$ cat config.mk
export PLATFORM = sky130hd
export DESIGN_NAME = multicycle_ctrl
export DESIGN_NICKNAME = d
export VERILOG_FILES = /design/src/rtl/mc_pkg.sv /design/src/rtl/mc_wdog.sv /design/src/rtl/multicycle_ctrl.sv
export SDC_FILE = /design/constraint.sdc
export NUM_CORES = 1
export LEC_CHECK = 0
export ABC_AREA = 1
export ABC_CLOCK_PERIOD_IN_PS = 4600
export CORE_MARGIN = 8
export CORE_UTILIZATION = 34
export CTS_CLUSTER_DIAMETER = 40
export CTS_CLUSTER_SIZE = 30
export DETAILED_ROUTE_END_ITERATION = 16
export PLACE_DENSITY_LB_ADDON = 0.2
export SETUP_SLACK_MARGIN = 0.1
export SLEW_MARGIN = 15
export SYNTH_ARGS = -nofsm -noshare
export SYNTH_HDL_FRONTEND = slang
export SYNTH_HIERARCHICAL = 1
export SYNTH_SLANG_ARGS = --single-unit
$ cat constraint.sdc
create_clock -name clk -period 4.6 [get_ports clk]
set_clock_uncertainty 0.15 [all_clocks]
set_input_delay 0.92 -clock clk [delete_from_list [all_inputs] [get_ports clk]]
set_output_delay 0.92 -clock clk [all_outputs]
set_load 0.005 [all_outputs]
$ cat src/rtl/mc_pkg.sv
// Shared types and constants for the multicycle RV32I controller.
package mc_pkg;

    typedef enum logic [3:0] {
        ST_RESET    = 4'd0,
        ST_FETCH    = 4'd1,
        ST_IF_WAIT  = 4'd2,
        ST_DECODE   = 4'd3,
        ST_EXEC     = 4'd4,
        ST_MEM      = 4'd5,
        ST_MEM_WAIT = 4'd6,
        ST_WB       = 4'd7,
        ST_TRAP     = 4'd8
    } state_e;

    typedef enum logic [1:0] {
        WB_ALU = 2'd0,
        WB_MDR = 2'd1,
        WB_PC4 = 2'd2,
        WB_IMM = 2'd3
    } wb_sel_e;

    typedef enum logic [1:0] {
        CAUSE_NONE        = 2'd0,
        CAUSE_ILLEGAL     = 2'd1,
        CAUSE_MEM_TIMEOUT = 2'd2
    } trap_cause_e;

    localparam logic [6:0] OP_R      = 7'b0110011;
    localparam logic [6:0] OP_IMM    = 7'b0010011;
    localparam logic [6:0] OP_LOAD   = 7'b0000011;
    localparam logic [6:0] OP_STORE  = 7'b0100011;
    localparam logic [6:0] OP_BRANCH = 7'b1100011;
    localparam logic [6:0] OP_JAL    = 7'b1101111;
    localparam logic [6:0] OP_LUI    = 7'b0110111;

    localparam logic [2:0] F3_WORD = 3'b010;
    localparam logic [2:0] F3_BEQ  = 3'b000;
    localparam logic [2:0] F3_BNE  = 3'b001;

    // Only word loads/stores and BEQ/BNE are implemented; other funct3 values trap.
    function automatic logic is_legal(input logic [6:0] opc, input logic [2:0] f3);
        logic ok;
        ok = 1'b0;
        case (opc)
            OP_R, OP_IMM, OP_JAL, OP_LUI: ok = 1'b1;
            OP_LOAD, OP_STORE:            ok = (f3 == F3_WORD);
            OP_BRANCH:                    ok = (f3 == F3_BEQ) || (f3 == F3_BNE);
            default:                      ok = 1'b0;
        endcase
        return ok;
    endfunction

    // Branch decision from the ALU compare (ALU computes rs1 - rs2).
    function automatic logic branch_taken(input logic [2:0] f3, input logic zero);
        return ((f3 == F3_BEQ) && zero) || ((f3 == F3_BNE) && !zero);
    endfunction

endpackage

$ cat src/rtl/mc_wdog.sv
// Memory stall watchdog: counts cycles spent waiting on a handshake and
// flags expiry on the last allowed cycle. MEM_TIMEOUT = 0 disables it.
module mc_wdog #(
    parameter int unsigned MEM_TIMEOUT = 16
) (
    input  logic clk,
    input  logic rst_n,
    input  logic clear,
    input  logic count_en,
    output logic expired
);

    localparam int unsigned CNT_W = (MEM_TIMEOUT > 0) ? $clog2(MEM_TIMEOUT + 1) : 1;
    localparam logic [CNT_W-1:0] LIMIT = (MEM_TIMEOUT > 0) ? CNT_W'(MEM_TIMEOUT - 1) : '0;
    localparam logic WDOG_ON = (MEM_TIMEOUT > 0);

    logic [CNT_W-1:0] count_q;
    logic [CNT_W-1:0] count_d;

    // Expiry is only meaningful while actually waiting.
    assign expired = WDOG_ON && count_en && (count_q == LIMIT);

    // Clear on any state change, otherwise count up while waiting (saturating at the limit).
    always_comb begin
        count_d = count_q;
        if (clear) begin
            count_d = '0;
        end else if (WDOG_ON && count_en && !expired) begin
            count_d = count_q + 1'b1;
        end
    end

    // Counter register.
    always_ff @(posedge clk or negedge rst_n) begin
        if (!rst_n) begin
            count_q <= '0;
        end else begin
            count_q <= count_d;
        end
    end

endmodule

$ cat src/rtl/multicycle_ctrl.sv
// Multicycle RV32I controller: sequences fetch/decode/execute/memory/writeback
// over a shared datapath with a single req/gnt/rvalid memory port.
module multicycle_ctrl
    import mc_pkg::*;
#(
    parameter int unsigned MEM_TIMEOUT = 16
) (
    input  logic        clk,
    input  logic        rst_n,
    input  logic [6:0]  opcode,
    input  logic [2:0]  funct3,
    input  logic        alu_zero,
    input  logic        mem_gnt,
    input  logic        mem_rvalid,
    output logic        pc_we,
    output logic        pc_src,
    output logic        ir_we,
    output logic        mdr_we,
    output logic        mem_req,
    output logic        mem_we,
    output logic        mem_sel,
    output logic        rf_we,
    output logic        alu_src_b,
    output logic [1:0]  wb_sel,
    output logic        retire,
    output logic [31:0] retire_cnt,
    output logic        trap,
    output logic [1:0]  trap_cause,
    output logic [3:0]  state_o
);

    state_e      state_q, state_d;
    trap_cause_e cause_q, cause_d;
    logic [31:0] retire_cnt_q, retire_cnt_d;
    wb_sel_e     wb_sel_c;
    logic        wdog_clear;
    logic        wdog_count_en;
    logic        wdog_expired;

    // Watchdog only runs in states that wait on the memory handshake.
    assign wdog_count_en = (state_q == ST_FETCH) || (state_q == ST_IF_WAIT) ||
                           (state_q == ST_MEM)   || (state_q == ST_MEM_WAIT);
    assign wdog_clear    = (state_d != state_q);

    mc_wdog #(
        .MEM_TIMEOUT (MEM_TIMEOUT)
    ) u_wdog (
        .clk      (clk),
        .rst_n    (rst_n),
        .clear    (wdog_clear),
        .count_en (wdog_count_en),
        .expired  (wdog_expired)
    );

    // Next-state and control outputs; a handshake always beats watchdog expiry.
    always_comb begin
        state_d   = state_q;
        cause_d   = cause_q;
        pc_we     = 1'b0;
        pc_src    = 1'b0;
        ir_we     = 1'b0;
        mdr_we    = 1'b0;
        mem_req   = 1'b0;
        mem_we    = 1'b0;
        mem_sel   = 1'b0;
        rf_we     = 1'b0;
        alu_src_b = 1'b0;
        wb_sel_c  = WB_ALU;
        retire    = 1'b0;
        case (state_q)
            ST_RESET: begin
                state_d = ST_FETCH;
            end
            ST_FETCH: begin
                mem_req = 1'b1;
                if (mem_gnt) begin
                    state_d = ST_IF_WAIT;
                end else if (wdog_expired) begin
                    state_d = ST_TRAP;
                    cause_d = CAUSE_MEM_TIMEOUT;
                end
            end
            ST_IF_WAIT: begin
                if (mem_rvalid) begin
                    ir_we   = 1'b1;
                    state_d = ST_DECODE;
                end else if (wdog_expired) begin
                    state_d = ST_TRAP;
                    cause_d = CAUSE_MEM_TIMEOUT;
                end
            end
            ST_DECODE: begin
                if (is_legal(opcode, funct3)) begin
                    state_d = ST_EXEC;
                end else begin
                    state_d = ST_TRAP;
                    cause_d = CAUSE_ILLEGAL;
                end
            end
            ST_EXEC: begin
                case (opcode)
                    OP_R: begin
                        alu_src_b = 1'b0;
                        state_d   = ST_WB;
                    end
                    OP_IMM: begin
                        alu_src_b = 1'b1;
                        state_d   = ST_WB;
                    end
                    OP_LUI: begin
                        state_d = ST_WB;
                    end
                    OP_LOAD, OP_STORE: begin
                        alu_src_b = 1'b1;
                        state_d   = ST_MEM;
                    end
                    OP_BRANCH: begin
                        alu_src_b = 1'b0;
                        pc_we     = 1'b1;
                        pc_src    = branch_taken(funct3, alu_zero);
                        retire    = 1'b1;
                        state_d   = ST_FETCH;
                    end
                    OP_JAL: begin
                        rf_we    = 1'b1;
                        wb_sel_c = WB_PC4;
                        pc_we    = 1'b1;
                        pc_src   = 1'b1;
                        retire   = 1'b1;
                        state_d  = ST_FETCH;
                    end
                    default: begin
                        // Unreachable after DECODE, but never execute garbage.
                        state_d = ST_TRAP;
                        cause_d = CAUSE_ILLEGAL;
                    end
                endcase
            end
            ST_MEM: begin
                mem_req   = 1'b1;
                mem_sel   = 1'b1;
                mem_we    = (opcode == OP_STORE);
                alu_src_b = 1'b1;
                if (mem_gnt) begin
                    if (opcode == OP_STORE) begin
                        retire  = 1'b1;
                        state_d = ST_FETCH;
                    end else begin
                        state_d = ST_MEM_WAIT;
                    end
                end else if (wdog_expired) begin
                    state_d = ST_TRAP;
                    cause_d = CAUSE_MEM_TIMEOUT;
                end
            end
            ST_MEM_WAIT: begin
                if (mem_rvalid) begin
                    mdr_we  = 1'b1;
                    state_d = ST_WB;
                end else if (wdog_expired) begin
                    state_d = ST_TRAP;
                    cause_d = CAUSE_MEM_TIMEOUT;
                end
            end
            ST_WB: begin
                rf_we     = 1'b1;
                alu_src_b = (opcode == OP_IMM);
                if (opcode == OP_LOAD) begin
                    wb_sel_c = WB_MDR;
                end else if (opcode == OP_LUI) begin
                    wb_sel_c = WB_IMM;
                end else begin
                    wb_sel_c = WB_ALU;
                end
                pc_we   = 1'b1;
                pc_src  = 1'b0;
                retire  = 1'b1;
                state_d = ST_FETCH;
            end
            ST_TRAP: begin
                state_d = ST_TRAP;
            end
            default: begin
                state_d = ST_RESET;
            end
        endcase
    end

    // Retired-instruction counter, wraps naturally at 2^32.
    always_comb begin
        retire_cnt_d = retire_cnt_q;
        if (retire) begin
            retire_cnt_d = retire_cnt_q + 32'd1;
        end
    end

    // State, trap cause and retire counter registers.
    always_ff @(posedge clk or negedge rst_n) begin
        if (!rst_n) begin
            state_q      <= ST_RESET;
            cause_q      <= CAUSE_NONE;
            retire_cnt_q <= 32'd0;
        end else begin
            state_q      <= state_d;
            cause_q      <= cause_d;
            retire_cnt_q <= retire_cnt_d;
        end
    end

    assign wb_sel     = wb_sel_c;
    assign retire_cnt = retire_cnt_q;
    assign trap       = (state_q == ST_TRAP);
    assign trap_cause = cause_q;
    assign state_o    = state_q;

endmodule
### Word-level counts from Yosys, hierarchy flattened

Index checks and enable logic that the tools add are counted.

| word-level totals | value |
|---|---|
| bits in latches | 0 |
| register bits after elaboration | 43 |
| input bits | 15 |
| output and inout bits | 51 |
| memory bits (read-only) | 0 |
| memories kept | 0 |
| memory bits (writable) | 0 |

| operators by class | value |
|---|---|
| divide/modulo/power cells | 0 |
| reduce and logical (&&, ||, !) cells | 25 |
| bitwise operators | 0 |
| multiply operators | 0 |
| equal/unequal tests | 23 |
| mux-type cells | 40 |
| add/sub/neg operators | 2 |
| magnitude comparators | 0 |
| shifts and indexed selects | 0 |

Operator list:

| cell | count |
|---|---|
| adder 32 x 1 -> 32 bit (second input constant) | 1 |
| one-hot mux 4 bit (8 select lines) | 1 |
| 2-to-1 mux 4 bit | 6 |
| == test 7 x 6 -> 1 bit (second input constant) | 3 |
| == test 4 x 3 -> 1 bit (second input constant) | 4 |
| 2-to-1 mux 2 bit | 8 |
| == test 7 bit (second input constant) | 2 |
| 2-to-1 mux 1 bit | 13 |
| one-hot mux 4 bit (3 select lines) | 1 |
| 2-to-1 mux 5 bit | 2 |
| OR reduction 2 bit | 5 |
| one-hot mux 1 bit (3 select lines) | 3 |
| == test 4 x 2 -> 1 bit (second input constant) | 2 |
| inequality test 2 bit (second input constant) | 4 |
| one-hot mux 2 bit (4 select lines) | 1 |
| == test 7 x 2 -> 1 bit (second input constant) | 1 |
| == test 7 x 5 -> 1 bit (second input constant) | 1 |
| OR reduction 7 bit | 1 |
| one-hot mux 1 bit (2 select lines) | 3 |
| OR reduction 3 bit | 2 |
| adder 5 x 1 -> 5 bit (second input constant) | 1 |
| == test 5 x 4 -> 1 bit (second input constant) | 1 |
| logical OR 1 bit | 5 |
| AND reduction 5 bit | 1 |
| other kinds (14) | 18 |

### Logic depth before layout (Yosys ltp)

Gate-level depths: netlist (run 1).

| depth | value |
|---|---|
| depth in word-level cells | 10 |
| depth in mapped cells | 18 |
| gate-level depth less buffers | 18 |

### Cells and area by module

The synthesis (run 1) kept the hierarchy.

By module, submodules not included:

| module | area an instance (um^2) | times used | cells each |
|---|---|---|---|
| multicycle_ctrl | 2860.2 | 1 | 428 |
| mc_wdog | 275.3 | 1 | 38 |

### Worst setup path after synthesis (run 1)

OpenSTA, ideal clock, no wires.

| path | value |
|---|---|
| path type | input to output |
| from | in opcode[1] |
| to | out retire |
| setup slack | 1.694 ns |
| stages | 8 |
| required time | 3.530 ns |
| arrival time | 1.836 ns |
| cells stage by stage | nand2_1 > nor2_2 > nand3_1 > nor2_4 > inv_2 > nand3_2 > buf_8 > buf_12 |

| on the way | value |
|---|---|
| cells in the longest elaborated chain, start to end | 4 |
| elaborated cells on any way between the ends | 8 |
| those cells by class | eq/ne (3); mux (4); reduce/logical (1) |

Ends and longest elaborated chain:

| item | line | RTL |
|---|---|---|
| start, declared | multicycle_ctrl.sv:10 | `input logic [6:0] opcode,` |
| == test 7 x 6 -> 1 bit or == test 7 bit (tied branches) | multicycle_ctrl.sv:145, multicycle_ctrl.sv:101 |  |
| 2-to-1 mux 1 bit or OR reduction 2 bit (tied branches) | - |  |
| 2-to-1 mux 1 bit, on equally long branches | multicycle_ctrl.sv:144, multicycle_ctrl.sv:101 |  |
| one-hot mux 1 bit (3 select lines) * | multicycle_ctrl.sv:70 | `case (state_q)` |
| end, declared | multicycle_ctrl.sv:25 | `output logic retire,` |

Every way passes the cells marked *; elsewhere a longest branch is shown, timed or not.

### Worst setup path in the final report (run 1)

| path | value |
|---|---|
| from | in opcode[5] |
| to | out pc_src |

| on the way | value |
|---|---|
| cells in the longest elaborated chain, start to end | 3 |
| elaborated cells on any way between the ends | 4 |
| those cells by class | eq/ne (2); mux (2) |

Ends and longest elaborated chain:

| item | line | RTL |
|---|---|---|
| == test 7 bit | multicycle_ctrl.sv:101 | `case (opcode)` |
| one-hot mux 1 bit (2 select lines) * | multicycle_ctrl.sv:101 |  |
| 2-to-1 mux 1 bit * | multicycle_ctrl.sv:70 |  |
| end, declared | multicycle_ctrl.sv:16 | `output logic pc_src,` |

Marks and branches as above.

==> metrics, run 1 <==
non-filler instance count after layout=between 600 and 700; placement-stage worst setup slack=roughly 0.67 ns; number of register bits inferred by synthesis=43; number of clock buffers inserted by TritonCTS=5; total via count after detailed routing=around 3,100; type of the worst min-delay path=reg2reg; number of cells upsized or downsized after cts=0; CTS tree=yes; run status=finished, final reports clean; die height=112 µm; final slew viol count=0; vias in the first global route=approximately 3,200; sequential standard cell area=about 0.0011 mm²; clock latency reported for the late side of the worst-skew pair=~0.3 ns; post-detailed-route wirelength per cell=13.4 µm; Overall Global Routing Usage=between 10% and 20%; Distinct cells, synth=27; crit path capture type=output pin; placement-stage cell area=roughly 0.0038 mm²; Gate Count Post-Synth=about 470; growth of design area from synthesis to finish=26.5%; count of fill cells added during filler insertion=around 980; total design power=1.14 mW; routability cong.=approximately 0.95; H-tree level count=2; antenna cells=0; Sw Ratio=between 30% and 40%; clock-pin slew reported for the worst setup and hold paths after clock tree synthesis=about 0.08 ns; final critical-path setup slack=0.685 ns; Max-cap violations=0; Top Ports=66; Critical Path Start Type=primary input; class of the most critical setup path=in2out; worst path required time=between 3 and 4 ns; actual slew at the worst max-slew pin=roughly 0.60 ns; Port Buf Inserts=65; net switching power=about 0.40 mW; number of antenna violations at the first check in global routing=0; remaining global-route overflow=0; portion of the clock cycle consumed by the worst path in the final layout=between 80% and 90%; area inside the core boundary=between 0.009 and 0.01 mm²; RSZ-0062 raised after global routing=no; sum of negative setup slack=0 ns; area share of the largest cell type after synthesis=roughly 34%; wire length of the first global-routing pass=around 15,000 µm; number of buffers between clock root and the deepest sink=2; share of layout cells above drive strength 1=8.43%; Detail Placement HPWL=between 6000 and 7000 µm; register share of total power=~39%; top post-synthesis cells by area=sky130_fd_sc_hd__dfrtp_1 (34%), sky130_fd_sc_hd__nand2_1 (18%), sky130_fd_sc_hd__nor2_1 (8.4%), sky130_fd_sc_hd__xor2_1 (7.5%), sky130_fd_sc_hd__inv_1 (6.9%); area occupied by multi-input gates=around 0.0017 mm²; count of unresolved DRC violations after routing=0; Leak Pwr=roughly 1.8 nW; final antenna-violating net count=0; headroom to the max-slew limit=60.1%; width of the die=about 110 µm; initial cell density of the core=between 30% and 40%; clock period minus final worst setup slack=~3.9 ns; most area-hungry cell type in the Yosys netlist=sky130_fd_sc_hd__dfrtp_1; PwrDens=~290 mW/mm²; Avg Inst Size Synth=6.73 µm²; Placement Rows=35; share of power burned in the clock network=between 20% and 30%; Max Fanout on Critical Path=5; Post-CTS Hold Fix Bufs=0; register area share after synthesis=34.3%; final core utilization=between 40% and 50%; final count of hold timing violations=0; detailed-route vias per instance=4.83; Final Cell Area=0.00397 mm²; post-placement cell count=between 600 and 700; number of violations reported at the end of detailed-routing iteration 0=144; Synth Cell Area=0.00314 mm²; Yosys warning total=6; cell chosen for the clock root=sky130_fd_sc_hd__clkbuf_8; Fmax achieved=255 MHz; area enclosed by the die boundary=0.0126 mm²; number of nets produced by synthesis=roughly 480; arrival time at the worst endpoint=roughly 2.8 ns; 1st-pass router iterations=5; Total Nets Final=551; largest net degree at the start of global routing=56; total wire length=slightly below 9000 µm; Worst VDD drop=between 0.15 and 0.2 mV; tightest hold margin=roughly 0.35 ns; number of sinks on the clock net=43; cell-internal power=approximately 0.73 mW; post-CTS setup buffer count=0; share of power burned in combinational logic=between 30 and 40%; setup-violating endpoint count in the final report=0
==> final cells by class <==
class                      instances  area share, %
multi-input combinational        350           43.6
sequential                        43           27.1
timing repair buffer              66           16.5
inverter                          67           6.34
tap                              111           3.50
clock buffer                       6           2.08
clock inverter                     2          0.883
==> cell families (layout without fill, tap and decap cells) <==
kind of cell    count (synthesis)  in the layout  share of synthesized area (%)
compound gates                 38             38                           8.18
xor+xnor                       31             31                           8.66
fa+ha+maj                       3              3                           1.20
buf+inv                        73            141                           10.6
flops                          43             43                           34.3
simple gates                  278            278                           37.1
==> layer usage <==
| layer | track usage (%) | vias up | routed length (µm) | part of all wire, % |
|---|---|---|---|---|
| li1 | - | 1585 | - | - |
| met1 | 17.2 | 1461 | 3990 | 46 |
| met2 | 24.3 | 67 | 4190 | 49 |
| met3 | 3.49 | 5 | 406 | 4.7 |
| met5 | 0 | - | 0 | 0 |
| met4 | 3.06 | 0 | 51 | 0.59 |
==> registers in the layout, summed over array words and instances, names as in the netlist <==
register and cells:
retire_cnt 32, u_wdog/count_q 5, state_o 4, trap_cause 2
==> final timing paths <==
kind                       depth (start not counted)                            end                       from  slack [ns]
min in group asynchronous                          1     retire_cnt[23]$_DFFE_PN0P_                      rst_n        0.45
hold reg to reg                                    2      trap_cause[1]$_DFFE_PN0P_  trap_cause[1]$_DFFE_PN0P_        0.35
max in group asynchronous                          1     retire_cnt[14]$_DFFE_PN0P_                      rst_n        3.43
setup reg to reg                                  15  u_wdog/count_q[4]$_DFFE_PN0P_       state_o[0]$_DFF_PN0_        2.07
hold / removal                                     2      trap_cause[1]$_DFFE_PN0P_  trap_cause[1]$_DFFE_PN0P_        0.35
setup / recovery                                   8                         pc_src                  opcode[5]        0.69
==> critical path, stage by stage <==
cell and delay, ns:
sky130_fd_sc_hd__clkdlybuf4s50_1 0.53, sky130_fd_sc_hd__nand2_1 0.11, sky130_fd_sc_hd__nor2_2 0.17, sky130_fd_sc_hd__nand2_1 0.12, sky130_fd_sc_hd__nand2_1 0.12, sky130_fd_sc_hd__nand2_2 0.09, sky130_fd_sc_hd__a211oi_1 0.22, sky130_fd_sc_hd__clkdlybuf4s50_1 0.56
==> layout by cell type (no fill, tap or decap) <==
cell	n
sky130_fd_sc_hd__nand2_2	4
sky130_fd_sc_hd__xor2_1	27
sky130_fd_sc_hd__dfrtp_1	43
sky130_fd_sc_hd__buf_4	2
sky130_fd_sc_hd__o21ai_2	15
sky130_fd_sc_hd__nand3b_1	1
sky130_fd_sc_hd__o31ai_1	1
sky130_fd_sc_hd__nor2_2	3
sky130_fd_sc_hd__a211oi_1	1
sky130_fd_sc_hd__ha_1	3
sky130_fd_sc_hd__nand4_1	6
sky130_fd_sc_hd__nor2_1	70
sky130_fd_sc_hd__o21ai_0	11
sky130_fd_sc_hd__clkbuf_8	6
sky130_fd_sc_hd__nand2_1	147
sky130_fd_sc_hd__o221ai_1	1
sky130_fd_sc_hd__xnor2_1	4
sky130_fd_sc_hd__nand3_1	26
sky130_fd_sc_hd__o22ai_1	1
sky130_fd_sc_hd__bufinv_16	1
sky130_fd_sc_hd__inv_1	58
sky130_fd_sc_hd__a21oi_1	5
sky130_fd_sc_hd__o21ai_1	3
sky130_fd_sc_hd__nand3_2	1
sky130_fd_sc_hd__clkdlybuf4s50_1	64
sky130_fd_sc_hd__nor3_1	17
sky130_fd_sc_hd__clkinv_2	1
sky130_fd_sc_hd__inv_2	9
sky130_fd_sc_hd__nor2_4	3
==> power groups by stage <==
stage / registers (mW) / clock network [mW] / logic [mW]
6_report: 0.440 / 0.312 / 0.387
4_1_cts: 0.438 / 0.323 / 0.391
5_1_grt: 0.445 / 0.337 / 0.448
3_5_place_dp: 0.445 / 0 / 0.388
3_3_place_gp: 0.447 / 0 / 0.387
2_1_floorplan: 0.440 / 0 / 0.248
==> synth_stat cells (all sizes together) <==
cell	number
nand2	151
nor2	76
inv	67
dfrtp	43
o21ai	29
nand3	27
xor2	27
nor3	17
buf	6
nand4	6
a21oi	5
xnor2	4
ha	3
a211oi	1
nand3b	1
o221ai	1
o22ai	1
o31ai	1
Note: power is estimated with default switching activity, not from simulation.
==> run 2: changes to the inputs <==
--- a/config.mk
+++ b/config.mk
@@ -6,7 +6,7 @@
 export NUM_CORES = 1
 export LEC_CHECK = 0
 export ABC_AREA = 1
-export ABC_CLOCK_PERIOD_IN_PS = 4600
+export ABC_CLOCK_PERIOD_IN_PS = 4910
 export CORE_MARGIN = 8
 export CORE_UTILIZATION = 34
 export CTS_CLUSTER_DIAMETER = 40
==> constraint.sdc (replaced) <==
create_clock -name clk -period 4.91 [get_ports clk]
set_clock_uncertainty 0.15 [all_clocks]
set_input_delay 0.982 -clock clk [delete_from_list [all_inputs] [get_ports clk]]
set_output_delay 0.982 -clock clk [all_outputs]
set_load 0.005 [all_outputs]
==> metrics, run 2 (same netlist as run 1, synthesis figures left out) <==
run status=finished, final reports clean (unchanged); total wire length=8670 µm (was 8640 µm); final count of hold timing violations=0 (unchanged); Top Ports=66 (unchanged); RSZ-0062 raised after global routing=no (unchanged); antenna cells=0 (unchanged); Max Fanout on Critical Path=5 (unchanged); number of antenna violations at the first check in global routing=0 (unchanged); Max-cap violations=0 (unchanged); tightest hold margin=0.337 ns (was 0.351 ns); clock latency reported for the late side of the worst-skew pair=0.29 ns (was 0.30 ns); R2R Setup Slk=2.41 ns (was 2.07 ns); Detail Placement HPWL=6920 µm (about the same); number of sinks on the clock net=43 (unchanged); clock period minus final worst setup slack=4.08 ns; remaining global-route overflow=0 (unchanged); commonest non-fill, non-tap cell in the layout=sky130_fd_sc_hd__nand2_1 (unchanged); sequential standard cell area=0.00108 mm² (unchanged); area inside the core boundary=0.00911 mm² (unchanged); number of buffers between clock root and the deepest sink=2 (unchanged); arrival time at the worst endpoint=2.95 ns (was 2.84 ns); Final Cell Area=0.00397 mm² (about the same); sum of negative setup slack=0 ns (unchanged); final antenna-violating net count=0 (unchanged); commonest non-fill, non-tap cells in the layout=sky130_fd_sc_hd__nand2_1 (147), sky130_fd_sc_hd__nor2_1 (70), sky130_fd_sc_hd__clkdlybuf4s50_1 (64) (unchanged); number of clock buffers inserted by TritonCTS=5 (unchanged); Total Nets Final=551 (unchanged); portion of the clock cycle consumed by the worst path in the final layout=between 80% and 90%; 1st-pass router iterations=4 (was 5); vias in the first global route=3,070 (was 3,179); area enclosed by the die boundary=0.0126 mm² (unchanged); placement-stage cell area=0.00385 mm² (unchanged); clock-pin slew reported for the worst setup and hold paths after clock tree synthesis=0.08 ns (about the same); share of layout cells above drive strength 1=8.43% (unchanged); largest net degree at the start of global routing=56 (unchanged); setup-violating endpoint count in the final report=0 (unchanged); detailed-route vias per instance=4.83 (about the same); initial cell density of the core=34.4% (unchanged); cell chosen for the clock root=sky130_fd_sc_hd__clkbuf_8 (unchanged); actual slew at the worst max-slew pin=0.983 ns (was 0.599 ns); Worst VDD drop=0.192 mV (was 0.183 mV); Fmax achieved=about 250 MHz; crit path capture type=output pin (unchanged); headroom to the max-slew limit=34.5% (was 60.1%); post-detailed-route wirelength per cell=13.4 µm (about the same); Leak Pwr=1.75 nW (about the same); CTS tree=yes (unchanged); routability cong.=0.951 (unchanged); Post-CTS Hold Fix Bufs=0 (unchanged); PwrDens=269 mW/mm² (was 287 mW/mm²); total via count after detailed routing=3,117 (was 3,118); Overall Global Routing Usage=13.8% (was 14.0%); growth of design area from synthesis to finish=26.5% (about the same); H-tree level count=2 (unchanged); worst path required time=3.78 ns (was 3.53 ns); final core utilization=43.5% (was 43.6%); number of flip-flops in the largest register=32 (unchanged); die height=112 µm (unchanged); wire length of the first global-routing pass=14,500 µm (was 14,600 µm); count of unresolved DRC violations after routing=0 (unchanged); number of cells upsized or downsized after cts=0 (unchanged); type of the worst min-delay path=reg2reg (unchanged); number of violations reported at the end of detailed-routing iteration 0=141 (was 144); post-CTS setup buffer count=0 (unchanged); final slew viol count=0 (unchanged); class of the most critical setup path=in2out (unchanged); Port Buf Inserts=65 (unchanged); area occupied by multi-input gates=0.00173 mm² (unchanged); count of fill cells added during filler insertion=962 (was 977); Critical Path Start Type=primary input (unchanged); width of the die=112 µm (unchanged); Placement Rows=35 (unchanged)
## run 2: power breakdown
| group | leakage (nW) | switching [mW] | total [mW] | internal [mW] |
|---|---|---|---|---|
| sequential | 0.568 | 0.0311 | 0.412 | 0.381 |
| combinational | 1.12 | 0.219 | 0.362 | 0.143 |
| clock | 0.0612 | 0.127 | 0.292 | 0.165 |
## run 2: through the flow
step	setup slack, ns	total power, mW	cells
CTS	0.875	1.08	645
global placement	0.960	0.781	637
detailed placement	0.866	0.781	637
floorplan	1.88	0.645	466
global route	0.741	1.15	645
finish	0.830	1.07	645
## run 2: critical path, stage by stage
cell and delay, ns:
sky130_fd_sc_hd__clkdlybuf4s50_1 0.54, sky130_fd_sc_hd__nand2_1 0.11, sky130_fd_sc_hd__nor2_2 0.18, sky130_fd_sc_hd__nand2_1 0.12, sky130_fd_sc_hd__nand2_1 0.12, sky130_fd_sc_hd__nand2_2 0.09, sky130_fd_sc_hd__a211oi_1 0.23, sky130_fd_sc_hd__clkdlybuf4s50_1 0.56
## run 2: per-layer routing
metal	wire (µm)	vias to the layer above	global-route usage, %
li1	-	1585	-
met1	3880	1455	17.1
met2	4290	69	23.7
met3	409	8	3.22
met4	89	0	2.97
met5	0	-	0
## run 2: cell type report
class / count / share of cell area (%)
repair buffers: 66 / 16.5
clock inverters: 2 / 0.884
clock buffers: 6 / 2.08
multi-input cells: 350 / 43.6
flip-flops and latches: 43 / 27.1
inverters: 67 / 6.34
well taps: 111 / 3.50
## run 2: path summary, 6_finish.rpt
kind                                            from                            end  depth (start not counted)
min reg2reg                trap_cause[1]$_DFFE_PN0P_      trap_cause[1]$_DFFE_PN0P_                          2
min                        trap_cause[1]$_DFFE_PN0P_      trap_cause[1]$_DFFE_PN0P_                          2
max in group asynchronous                      rst_n     retire_cnt[26]$_DFFE_PN0P_                          1
max reg2reg                     state_o[1]$_DFF_PN0_  u_wdog/count_q[4]$_DFFE_PN0P_                         16
max                                        opcode[5]                         pc_src                          8
min in group asynchronous                      rst_n     retire_cnt[20]$_DFFE_PN0P_                          1
